--- src/rtl/console_renderer_if.sv ---
// Memory-side bus of the console renderer: character RAM and font ROM ports.
// Both memories are synchronous; data follows the address by one clock.
interface console_renderer_if #(
    parameter int CA_W = 12,
    parameter int FA_W = 12,
    parameter int FW   = 8
);
    logic [CA_W-1:0] char_addr;
    logic [15:0]     char_data;
    logic [FA_W-1:0] font_addr;
    logic [FW-1:0]   font_data;

    modport master (
        output char_addr,
        output font_addr,
        input  char_data,
        input  font_data
    );

    modport slave (
        input  char_addr,
        input  font_addr,
        output char_data,
        output font_data
    );
endinterface

--- src/rtl/console_renderer.sv ---
// Text-mode pixel pipeline: coordinate -> cell fetch -> font fetch -> RGB.
// Fixed 5-clock latency with colour attributes, blink, cursor and scroll.
module console_renderer #(
    parameter int COLS         = 80,
    parameter int ROWS         = 30,
    parameter int CHAR_W_LOG2  = 3,
    parameter int CHAR_H_LOG2  = 4,
    parameter int COLOR_DEPTH  = 1,
    parameter int CURSOR_LINES = 2,
    parameter int BLINK_FRAMES = 16,
    parameter bit SYNC_IDLE    = 1'b1,
    parameter int CA_W         = $clog2(COLS * ROWS),
    parameter int FA_W         = 8 + CHAR_H_LOG2,
    parameter int CW           = $clog2(COLS),
    parameter int RW           = $clog2(ROWS)
) (
    input  logic                   clk,
    input  logic                   rst,
    input  logic [9:0]             x,
    input  logic [9:0]             y,
    input  logic                   de,
    input  logic                   hsync_in,
    input  logic                   vsync_in,
    input  logic [RW-1:0]          scroll_row,
    input  logic                   cursor_en,
    input  logic [CW-1:0]          cursor_col,
    input  logic [RW-1:0]          cursor_row,
    console_renderer_if.master     mem,
    output logic [COLOR_DEPTH-1:0] r,
    output logic [COLOR_DEPTH-1:0] g,
    output logic [COLOR_DEPTH-1:0] b,
    output logic                   hsync_out,
    output logic                   vsync_out,
    output logic                   de_out
);
    localparam int CH = 1 << CHAR_H_LOG2;
    localparam int XW = 10 - CHAR_W_LOG2;
    localparam int YW = 10 - CHAR_H_LOG2;
    localparam int BW = (BLINK_FRAMES > 1) ? $clog2(BLINK_FRAMES) : 1;

    typedef struct packed {
        logic                   vis;
        logic [CHAR_W_LOG2-1:0] sx;
        logic                   cur;
        logic                   ph;
    } meta_t;

    typedef struct packed {
        meta_t      m;
        logic [2:0] fg;
        logic [2:0] bg;
        logic       blink;
    } attr_t;

    logic [XW-1:0]          col;
    logic [YW-1:0]          row;
    logic [CHAR_H_LOG2-1:0] sy0;
    logic [RW-1:0]          scroll_eff;
    logic [RW:0]            row_sum;
    logic [RW-1:0]          phys_row;
    logic [CA_W-1:0]        addr_nxt;
    meta_t                  m0;

    meta_t                  s1, s2;
    logic [CHAR_H_LOG2-1:0] s1_sy, s2_sy;
    attr_t                  s3, s4;
    logic [4:0]             hs_d, vs_d, de_d;

    logic [BW-1:0]          blink_cnt;
    logic                   blink_ph;
    logic                   vs_rise;

    logic [2:0]             fg_e;
    logic [2:0]             pix;
    logic [CHAR_W_LOG2-1:0] bidx;
    logic                   unused_rsvd;

    assign unused_rsvd = mem.char_data[15];

    assign col = x[9:CHAR_W_LOG2];
    assign row = y[9:CHAR_H_LOG2];
    assign sy0 = y[CHAR_H_LOG2-1:0];

    // Scrolled physical row wraps back to the top of the buffer
    always_comb begin
        scroll_eff = (int'(scroll_row) >= ROWS) ? '0 : scroll_row;
        row_sum    = {1'b0, row[RW-1:0]} + {1'b0, scroll_eff};
        if (int'(row_sum) >= ROWS)
            row_sum = row_sum - (RW+1)'(ROWS);
        phys_row   = row_sum[RW-1:0];
        addr_nxt   = CA_W'(phys_row) * CA_W'(COLS) + CA_W'(col);
        m0.vis     = (int'(col) < COLS) && (int'(row) < ROWS);
        m0.sx      = x[CHAR_W_LOG2-1:0];
        m0.ph      = blink_ph;
        m0.cur     = cursor_en
                   && (col == XW'(cursor_col))
                   && (row == YW'(cursor_row))
                   && (int'(sy0) >= CH - CURSOR_LINES);
    end

    assign vs_rise = (vs_d[0] != SYNC_IDLE) && (vsync_in == SYNC_IDLE);

    always_ff @(posedge clk or posedge rst) begin
        if (rst) begin
            blink_cnt <= '0;
            blink_ph  <= 1'b1;
        end else if (vs_rise) begin
            if (blink_cnt == BW'(BLINK_FRAMES - 1)) begin
                blink_cnt <= '0;
                blink_ph  <= ~blink_ph;
            end else begin
                blink_cnt <= blink_cnt + 1'b1;
            end
        end
    end

    // Cursor wins over the glyph; blinking cells lose their foreground
    always_comb begin
        bidx = ~s4.m.sx;
        fg_e = (s4.blink && !s4.m.ph) ? s4.bg : s4.fg;
        pix  = s4.bg;
        if (s4.m.cur && s4.m.ph)
            pix = fg_e;
        else if (mem.font_data[bidx])
            pix = fg_e;
        if (!de_d[3] || !s4.m.vis)
            pix = '0;
    end

    always_ff @(posedge clk or posedge rst) begin
        if (rst) begin
            mem.char_addr <= '0;
            mem.font_addr <= '0;
            s1            <= '0;
            s2            <= '0;
            s1_sy         <= '0;
            s2_sy         <= '0;
            s3            <= '0;
            s4            <= '0;
            hs_d          <= {5{SYNC_IDLE}};
            vs_d          <= {5{SYNC_IDLE}};
            de_d          <= '0;
            r             <= '0;
            g             <= '0;
            b             <= '0;
        end else begin
            if (m0.vis)
                mem.char_addr <= addr_nxt;
            s1            <= m0;
            s1_sy         <= sy0;
            s2            <= s1;
            s2_sy         <= s1_sy;
            s3.m          <= s2;
            s3.fg         <= mem.char_data[10:8];
            s3.blink      <= mem.char_data[11];
            s3.bg         <= mem.char_data[14:12];
            mem.font_addr <= {mem.char_data[7:0], s2_sy};
            s4            <= s3;
            hs_d          <= {hs_d[3:0], hsync_in};
            vs_d          <= {vs_d[3:0], vsync_in};
            de_d          <= {de_d[3:0], de};
            r             <= {COLOR_DEPTH{pix[2]}};
            g             <= {COLOR_DEPTH{pix[1]}};
            b             <= {COLOR_DEPTH{pix[0]}};
        end
    end

    assign hsync_out = hs_d[4];
    assign vsync_out = vs_d[4];
    assign de_out    = de_d[4];
endmodule

--- src/flat_wrapper.sv ---
// flat-port wrapper written by rule: the top's interface ports become plain ports
module console_renderer_flat 
#(
    parameter int COLS         = 80,
    parameter int ROWS         = 30,
    parameter int CHAR_W_LOG2  = 3,
    parameter int CHAR_H_LOG2  = 4,
    parameter int COLOR_DEPTH  = 1,
    parameter int CURSOR_LINES = 2,
    parameter int BLINK_FRAMES = 16,
    parameter bit SYNC_IDLE    = 1'b1,
    parameter int CA_W         = $clog2(COLS * ROWS),
    parameter int FA_W         = 8 + CHAR_H_LOG2,
    parameter int CW           = $clog2(COLS),
    parameter int RW           = $clog2(ROWS)
)
  (clk, rst, x, y, de, hsync_in, vsync_in, scroll_row, cursor_en, cursor_col, cursor_row, r, g, b, hsync_out, vsync_out, de_out, mem_char_addr, mem_font_addr, mem_char_data, mem_font_data);
  console_renderer_if #(.CA_W(CA_W), .FA_W(FA_W), .FW(8)) mem_i ();
  input  logic clk;
  input  logic rst;
  input  logic [9:0] x;
  input  logic [9:0] y;
  input  logic de;
  input  logic hsync_in;
  input  logic vsync_in;
  input  logic [RW-1:0] scroll_row;
  input  logic cursor_en;
  input  logic [CW-1:0] cursor_col;
  input  logic [RW-1:0] cursor_row;
  output logic [COLOR_DEPTH-1:0] r;
  output logic [COLOR_DEPTH-1:0] g;
  output logic [COLOR_DEPTH-1:0] b;
  output logic hsync_out;
  output logic vsync_out;
  output logic de_out;
  output wire logic [$bits(mem_i.char_addr)-1:0] mem_char_addr;
  output wire logic [$bits(mem_i.font_addr)-1:0] mem_font_addr;
  input wire logic [$bits(mem_i.char_data)-1:0] mem_char_data;
  input wire logic [$bits(mem_i.font_data)-1:0] mem_font_data;
  assign mem_char_addr = mem_i.char_addr;
  assign mem_font_addr = mem_i.font_addr;
  assign mem_i.char_data = mem_char_data;
  assign mem_i.font_data = mem_font_data;
  console_renderer #(.COLS(COLS), .ROWS(ROWS), .CHAR_W_LOG2(CHAR_W_LOG2), .CHAR_H_LOG2(CHAR_H_LOG2), .COLOR_DEPTH(COLOR_DEPTH), .CURSOR_LINES(CURSOR_LINES), .BLINK_FRAMES(BLINK_FRAMES), .SYNC_IDLE(SYNC_IDLE), .CA_W(CA_W), .FA_W(FA_W), .CW(CW), .RW(RW)) u_core (.clk(clk), .rst(rst), .x(x), .y(y), .de(de), .hsync_in(hsync_in), .vsync_in(vsync_in), .scroll_row(scroll_row), .cursor_en(cursor_en), .cursor_col(cursor_col), .cursor_row(cursor_row), .mem(mem_i), .r(r), .g(g), .b(b), .hsync_out(hsync_out), .vsync_out(vsync_out), .de_out(de_out));
endmodule
--- config.mk ---
export PLATFORM = sky130hd
export DESIGN_NAME = console_renderer_flat
export DESIGN_NICKNAME = d
export VERILOG_FILES = /design/src/rtl/console_renderer_if.sv /design/src/rtl/console_renderer.sv /design/src/flat_wrapper.sv
export SDC_FILE = /design/constraint.sdc
export NUM_CORES = 1
export LEC_CHECK = 0
export CAP_MARGIN = 40
export CORE_MARGIN = 3
export CORE_UTILIZATION = 48
export DETAILED_ROUTE_END_ITERATION = 12
export PLACE_DENSITY_LB_ADDON = 0.05
export SLEW_MARGIN = 10
export SYNTH_ARGS = -nofsm -noshare
export SYNTH_HDL_FRONTEND = slang
export SYNTH_SLANG_ARGS = --single-unit
--- constraint.sdc ---
create_clock -name clk -period 3.1 [get_ports clk]
set_input_delay 0.465 -clock clk [delete_from_list [all_inputs] [get_ports clk]]
set_output_delay 0.465 -clock clk [all_outputs]
set_load 0.02 [all_outputs]
==> results.json, run 1 <==
{
  "status": "finished, violations left",
  "violations": "setup timing",
  "post-route-util_pct": 75.88,
  "cts.clk_slew.worst_paths_ns": 0.09,
  "grt_max_degree": 62,
  "initial_utilization_pct": 50.66,
  "grt_usage_pct": 18.04,
  "ys_top_cells_by_count": "82 x dfrtp_1, 32 x nand2_1, 15 x ha_1",
  "synth_compound_area_share_pct": 4.457,
  "grt_pass1_wl_mm": 11.79,
  "diodes": 0,
  "start_kind": "input port",
  "pre_cts_slack_ns": -1.809,
  "die_x_um": 91.85,
  "regToRegSetupSlack_ns": 1.44,
  "viasPerCell": 4.688,
  "setup_viol": 6,
  "cp.required_ns": 3.39,
  "tns_ns": -3.879,
  "synth_nets": 347,
  "slew_headroom_pct": 55.05,
  "whs_path_depth": 0,
  "rsz0062_at_grt": "yes",
  "synth_top_family_by_area": "simple AND/OR/NAND/NOR gates",
  "drtIter0Drc": 82,
  "multiInputGateArea_mm2": 0.001291,
  "r2r_end": "u_core.r",
  "drt_first_pass_iters": 4,
  "timing.critical_path.arrival_ns": 4.40,
  "numCtsBuffers": 9,
  "synth_top_area_share_pct": 58.01,
  "ios": 97,
  "synth-edff-count": 0,
  "grt_pass1_vias": 2525,
  "ff2ff_path_depth": 6,
  "die_y_um": 91.85,
  "path_max_fanout": 3,
  "vdd_drop_max_mv": 0.4768,
  "timing.final.hold_violations": 0,
  "synth-simple-area-share_pct": 10.47,
  "die_area_mm2": 0.008436,
  "hold_end": "u_core.s3[10]",
  "fmax_mhz": 243.3,
  "antenna_found_initial": 0,
  "min_period_over_period_pct": 132.6,
  "htreeDepth": 3,
  "holdWs_ns": 0.3495,
  "fin_worst_skew_ns": 0.01853,
  "report.final.slew_viol_count": 0,
  "yosys_warnings": 0,
  "place_congestion": 0.8099,
  "core-area_mm2": 0.006982,
  "num-fill-cells": 487,
  "clock_path_buffers": 2,
  "seqCellArea_mm2": 0.002341,
  "period_minus_slack_ns": 4.111,
  "vias": 2391,
  "tightest_slew_ns": 0.6743,
  "yosysSeqAreaShare_pct": 66.18,
  "avgRoutedWirePerCell_um": 14.05,
  "drt-total-wl_mm": 7.168,
  "core.rowCount": 30,
  "hold_buffers": 0,
  "synth-main-ff-cell": "dfrtp_1",
  "p_per_area_mw_per_mm2": 674.7,
  "fin_ws_ns": -1.011,
  "yosysMostFrequentCell": "dfrtp_1",
  "cts_sinks": 93,
  "drc_errors": 0,
  "synth_xor_area_share_pct": 6.650,
  "port_buffers": 95,
  "reg2reg_from": "u_core.s4[9]",
  "cts_tree": "built",
  "nets": 494,
  "worst-setup-path-type": "input port to register",
  "ys_top_cells_by_area": "dfrtp_1 58%, dfstp_2 8.2%, ha_1 5.3%, nand2_1 3.4%, xor2_1 3.2%",
  "grt_overflow": 0,
  "async_flop_share_pct": 100.0,
  "netlist_area_mm2": 0.003537,
  "critPathCaptureType": "register",
  "yosysTopAreaCell": "dfrtp_1",
  "dp.final_hpwl_mm": 5.539,
  "ys_types": 38,
  "syn_inst": 262,
  "min-delay-start": "u_core.s2[3]",
  "min_path_type": "register to register",
  "drive_gt1_share_pct": 26.33,
  "clock_latency_ns": 0.35,
  "synth_fa_ha_area_share_pct": 7.004,
  "maxCapViolations": 0,
  "power.total_w": 0.003574,
  "ys_ff_latch": 93,
  "syn_to_final_growth_pct": 49.77,
  "syn_area_per_cell_um2": 13.50,
  "synthMuxAreaShare_pct": 3.431,
  "power.leakage_nw": 2.370,
  "cts_root_buffer": "clkbuf_8",
  "detail-route-antenna-nets": 0
}
==> worst max-delay path, stage by stage <==
cell,delay [ns]
buf_6,0.09
nand4_1,0.12
and2_1,0.15
ha_2,0.20
inv_2,0.04
fa_2,0.36
xnor2_2,0.18
nand2_1,0.07
or3_4,0.38
o22ai_4,0.21
nand2_2,0.09
xnor2_2,0.14
ha_1,0.34
ha_4,0.17
inv_2,0.05
fa_2,0.46
nor4b_4,0.26
nand2b_1,0.11
or4_1,0.40
nand3_1,0.09
==> per-layer routing <==
| metal | share of wire [%] | up-vias | track usage [%] | wire length [µm] |
|---|---|---|---|---|
| met1 | 43 | 1157 | 22.42 | 3085 |
| met4 | 1.6 | 0 | 5.693 | 116 |
| met3 | 3.6 | 11 | 4.020 | 258 |
| met2 | 52 | 55 | 31.45 | 3706 |
| met5 | 0 | - | 0 | 0 |
| li1 | - | 1168 | - | - |
==> cells in the final DEF, fill, tap and decap left out, drive strengths merged, types with 3 or more instances in the layout <==
| cell type | count |
|---|---|
| clkdlybuf4s50 | 88 |
| dfrtp | 82 |
| buf | 47 |
| nand2 | 32 |
| inv | 17 |
| ha | 15 |
| xor2 | 13 |
| xnor2 | 13 |
| dfstp | 11 |
| o21ai | 11 |
| nor2 | 10 |
| clkbuf | 9 |
| nand4 | 5 |
| nand2b | 5 |
| nand3 | 5 |
| mux2i | 5 |
| clkinv | 5 |
| and2 | 4 |
| a21oi | 4 |
| nor4 | 3 |
| nor2b | 3 |
| a211oi | 3 |
| fa | 3 |
==> cell type report <==
| type | instances | share of cell area, % |
|---|---|---|
| Sequential cell | 93 | 44.19 |
| Multi-Input combinational cell | 152 | 24.37 |
| Timing Repair Buffer | 138 | 24.28 |
| Clock buffer | 9 | 2.338 |
| Tap cell | 96 | 2.267 |
| Clock inverter | 7 | 1.441 |
| Inverter | 15 | 1.110 |
==> how the worst max path moves through the flow <==
| stage | start | end | slack, ns |
|---|---|---|---|
| final | scroll_row[1] | u_core.mem.char_addr[11] | -1.01 |
| after CTS | scroll_row[2] | u_core.mem.char_addr[11] | -1.18 |
| after global placement | scroll_row[1] | u_core.mem.char_addr[11] | -1.68 |
| after global routing | scroll_row[4] | u_core.mem.char_addr[11] | -1.20 |
| after floorplan | scroll_row[1] | u_core.mem.char_addr[11] | -1.21 |
| after detailed placement | scroll_row[1] | u_core.mem.char_addr[11] | -1.81 |
==> what timing repair did <==
item                                    in CTS  in global routing
endpoints found under the setup margin       7                  7
resized for setup                           29                 13
pin swaps                                   20                 21
buffers inserted                             3                  3
==> cells by family (layout without fill, tap and decap cells) <==
| group | after synthesis | in the layout |
|---|---|---|
| AND/OR/NAND/NOR | 75 | 75 |
| buffers and inverters | 17 | 169 |
| flip-flops | 93 | 93 |
| AO/OA/AOI/OAI | 24 | 24 |
| XOR/XNOR | 26 | 26 |
| multiplexers | 9 | 9 |
| adder cells (fa/ha/maj) | 18 | 18 |
==> report_power, final <==
group          total [W]  switching, W  internal (W)
clock network   0.000771      0.000452      0.000319
registers        0.00146     0.0000873       0.00138
logic            0.00134      0.000595      0.000745
==> registers in the layout (all words and copies together), names as in the netlist, 5 cells and up <==
| name | flops |
|---|---|
| u_core.s4 | 13 |
| u_core.s1 | 6 |
| u_core.vs_d | 5 |
| u_core.mem.font_addr | 12 |
| u_core.s2 | 6 |
| u_core.hs_d | 5 |
| u_core.mem.char_addr | 12 |
| u_core.de_d | 5 |
| u_core.s3 | 13 |
==> per-stage QoR <==
stage	instances	area (µm²)
finish	510	5298
floorplan	262	3591
global placement	489	4942
CTS	508	5204
global route	510	5298
detailed placement	489	4942
Power figures use the tool's default switching activity.
==> run 2: changes to the inputs <==
--- a/config.mk
+++ b/config.mk
@@ -10,6 +10,7 @@
 export CORE_UTILIZATION = 48
 export DETAILED_ROUTE_END_ITERATION = 12
 export PLACE_DENSITY_LB_ADDON = 0.05
+export SETUP_SLACK_MARGIN = 0.05
 export SLEW_MARGIN = 10
 export SYNTH_ARGS = -nofsm -noshare
 export SYNTH_HDL_FRONTEND = slang
==> results.json, run 2 (same netlist as run 1, synthesis figures left out) <==
{
  "drc_errors": 0,
  "cts_sinks": 93,
  "avgRoutedWirePerCell_um": 14.63,
  "htreeDepth": 3,
  "vias": 2456,
  "cp.required_ns": 3.38,
  "grt_max_degree": 58,
  "hold_buffers": 0,
  "min_period_over_period_pct": 129.6,
  "setup_viol": 6,
  "die_x_um": 91.85,
  "cts_root_buffer": "clkbuf_8",
  "critPathCaptureType": "register",
  "path_max_fanout": 3,
  "fin_ws_ns": -0.9166,
  "layout_common_cells": "88 x clkdlybuf4s50_1, 82 x dfrtp_1, 53 x buf_4",
  "core.rowCount": 30,
  "tns_ns": -3.595,
  "worst-setup-path-type": "input port to register",
  "slew_headroom_pct": 54.76,
  "drt-total-wl_mm": 7.653,
  "nets": 507,
  "grt_usage_pct": 19.52,
  "num-fill-cells": 451,
  "critPathBufInv": 4,
  "cp_slowest_stage_delay_ns": 0.46,
  "drive_gt1_share_pct": 29.51,
  "slowest_stage": "fa_2",
  "fin_cells": 523,
  "worstPathCellList": "dlygate4sd2_1, and2_1, ha_2, inv_2, fa_2, inv_2, nand2_1, or3_4, o22ai_4, nand2_2, xnor2_4, ha_4, ha_4, inv_2, fa_2, nor4b_4, nand2b_1, or4_1, nand3_1",
  "status": "finished, violations left",
  "fin_worst_skew_ns": 0.01022,
  "report.final.slew_viol_count": 0,
  "layout_commonest_cell": "clkdlybuf4s50_1",
  "critical_path.most_common_cell": "inv_2",
  "clock_latency_ns": 0.35,
  "fmax_mhz": 249.0,
  "period_minus_slack_ns": 4.017,
  "numPlacedInstances": 488,
  "die_y_um": 91.85,
  "numCtsBuffers": 9,
  "power.leakage_nw": 2.443,
  "grt_pass1_vias": 2680,
  "dp.final_hpwl_mm": 5.703,
  "rsz0062_at_grt": "yes",
  "maxCapViolations": 0,
  "p_per_area_mw_per_mm2": 664.8,
  "core-area_mm2": 0.006982,
  "viasPerCell": 4.696,
  "initial_utilization_pct": 50.66,
  "ios": 97,
  "min_path_type": "register to register",
  "timing.final.hold_violations": 0,
  "timing.critical_path.arrival_ns": 4.30,
  "cp_top_family": "simple AND/OR/NAND/NOR gates",
  "syn_to_final_growth_pct": 54.09,
  "reg_top3": "u_core.s3: 13 flops, u_core.s4: 13 flops",
  "drtIter0Drc": 70,
  "antenna_found_initial": 0,
  "cts_tree": "built",
  "grt_pass1_wl_mm": 12.74,
  "cts.clk_slew.worst_paths_ns": 0.09,
  "drt_first_pass_iters": 4,
  "vdd_drop_max_mv": 0.6068,
  "die_area_mm2": 0.008436,
  "diodes": 0,
  "place_congestion": 0.8001,
  "start_kind": "input port",
  "tightest_slew_ns": 0.6786,
  "grt_overflow": 0,
  "violations": "setup timing",
  "detail-route-antenna-nets": 0,
  "port_buffers": 95,
  "clock_path_buffers": 2
}
## run 2: cell count changes in the layout (fill, tap and decap cells not counted), sizes merged
| cell | delta |
|---|---|
| buf | +13 |
## run 2: report_power, final
group          switching, W  internal, W  total, W
registers         0.0000839      0.00138   0.00146
clock network      0.000445     0.000311  0.000756
logic              0.000622     0.000785   0.00141
## run 2: path summary, 6_finish.rpt
path	startpoint	end	slack [ns]	cells after the start
setup / recovery	scroll_row[0]	u_core.mem.char_addr[11]	-0.92	19
hold / removal	u_core.s1_sy[2]	u_core.s2_sy[2]	0.35	0
setup reg to reg	u_core.s4[9]	u_core.g	1.42	6
hold reg to reg	u_core.s1_sy[2]	u_core.s2_sy[2]	0.35	0
max in group asynchronous	rst	u_core.mem.font_addr[7]	1.89	3
min in group asynchronous	rst	u_core.s2_sy[0]	0.57	2
## run 2: stage by stage
stage	util, %	setup slack [ns]	total power [W]	hold WS, ns	cell area, µm²
floorplan	-	-1.211	0.002089	0.3312	3591
global placement	70.86	-1.680	0.002607	0.3321	4947
detailed placement	70.86	-1.912	0.002638	0.3347	4947
CTS	75.84	-1.223	0.003526	0.3513	5295
global route	78.06	-1.085	0.003850	0.3556	5450
finish	78.06	-0.9166	0.003623	0.3518	5450
## run 2: cell type report
cell class,count,area (µm²),area share [%]
repair buffers,151,1396,25.62
clock inverters,7,67.56,1.240
flip-flops and latches,93,2341,42.95
well taps,96,120.1,2.204
inverters,15,58.81,1.079
clock buffers,9,123.9,2.273
multi-input cells,152,1343,24.63
## run 2: metal layers
layer | routed length [µm] | vias up | global-route usage, %
li1 | - | 1199 | -
met1 | 3102 | 1190 | 23.24
met2 | 4116 | 58 | 34.79
met3 | 332 | 9 | 4.512
met4 | 102 | 0 | 6.559
met5 | 0 | - | 0
## run 2: worst reg2reg max path, delay by kind of cell, from the launching register on
family / cells / cell delay [ns]
compound gates: 1 / 0.07
flops: 1 / 0.39
mux: 2 / 0.73
simple gates: 3 / 0.40
## run 2: timing repair
item / CTS / global route
buffers inserted: 15 / 8
gates resized for setup: 34 / 17
endpoints found under the setup margin: 7 / 7
pin swaps: 23 / 25
gates cloned: 0 / 0
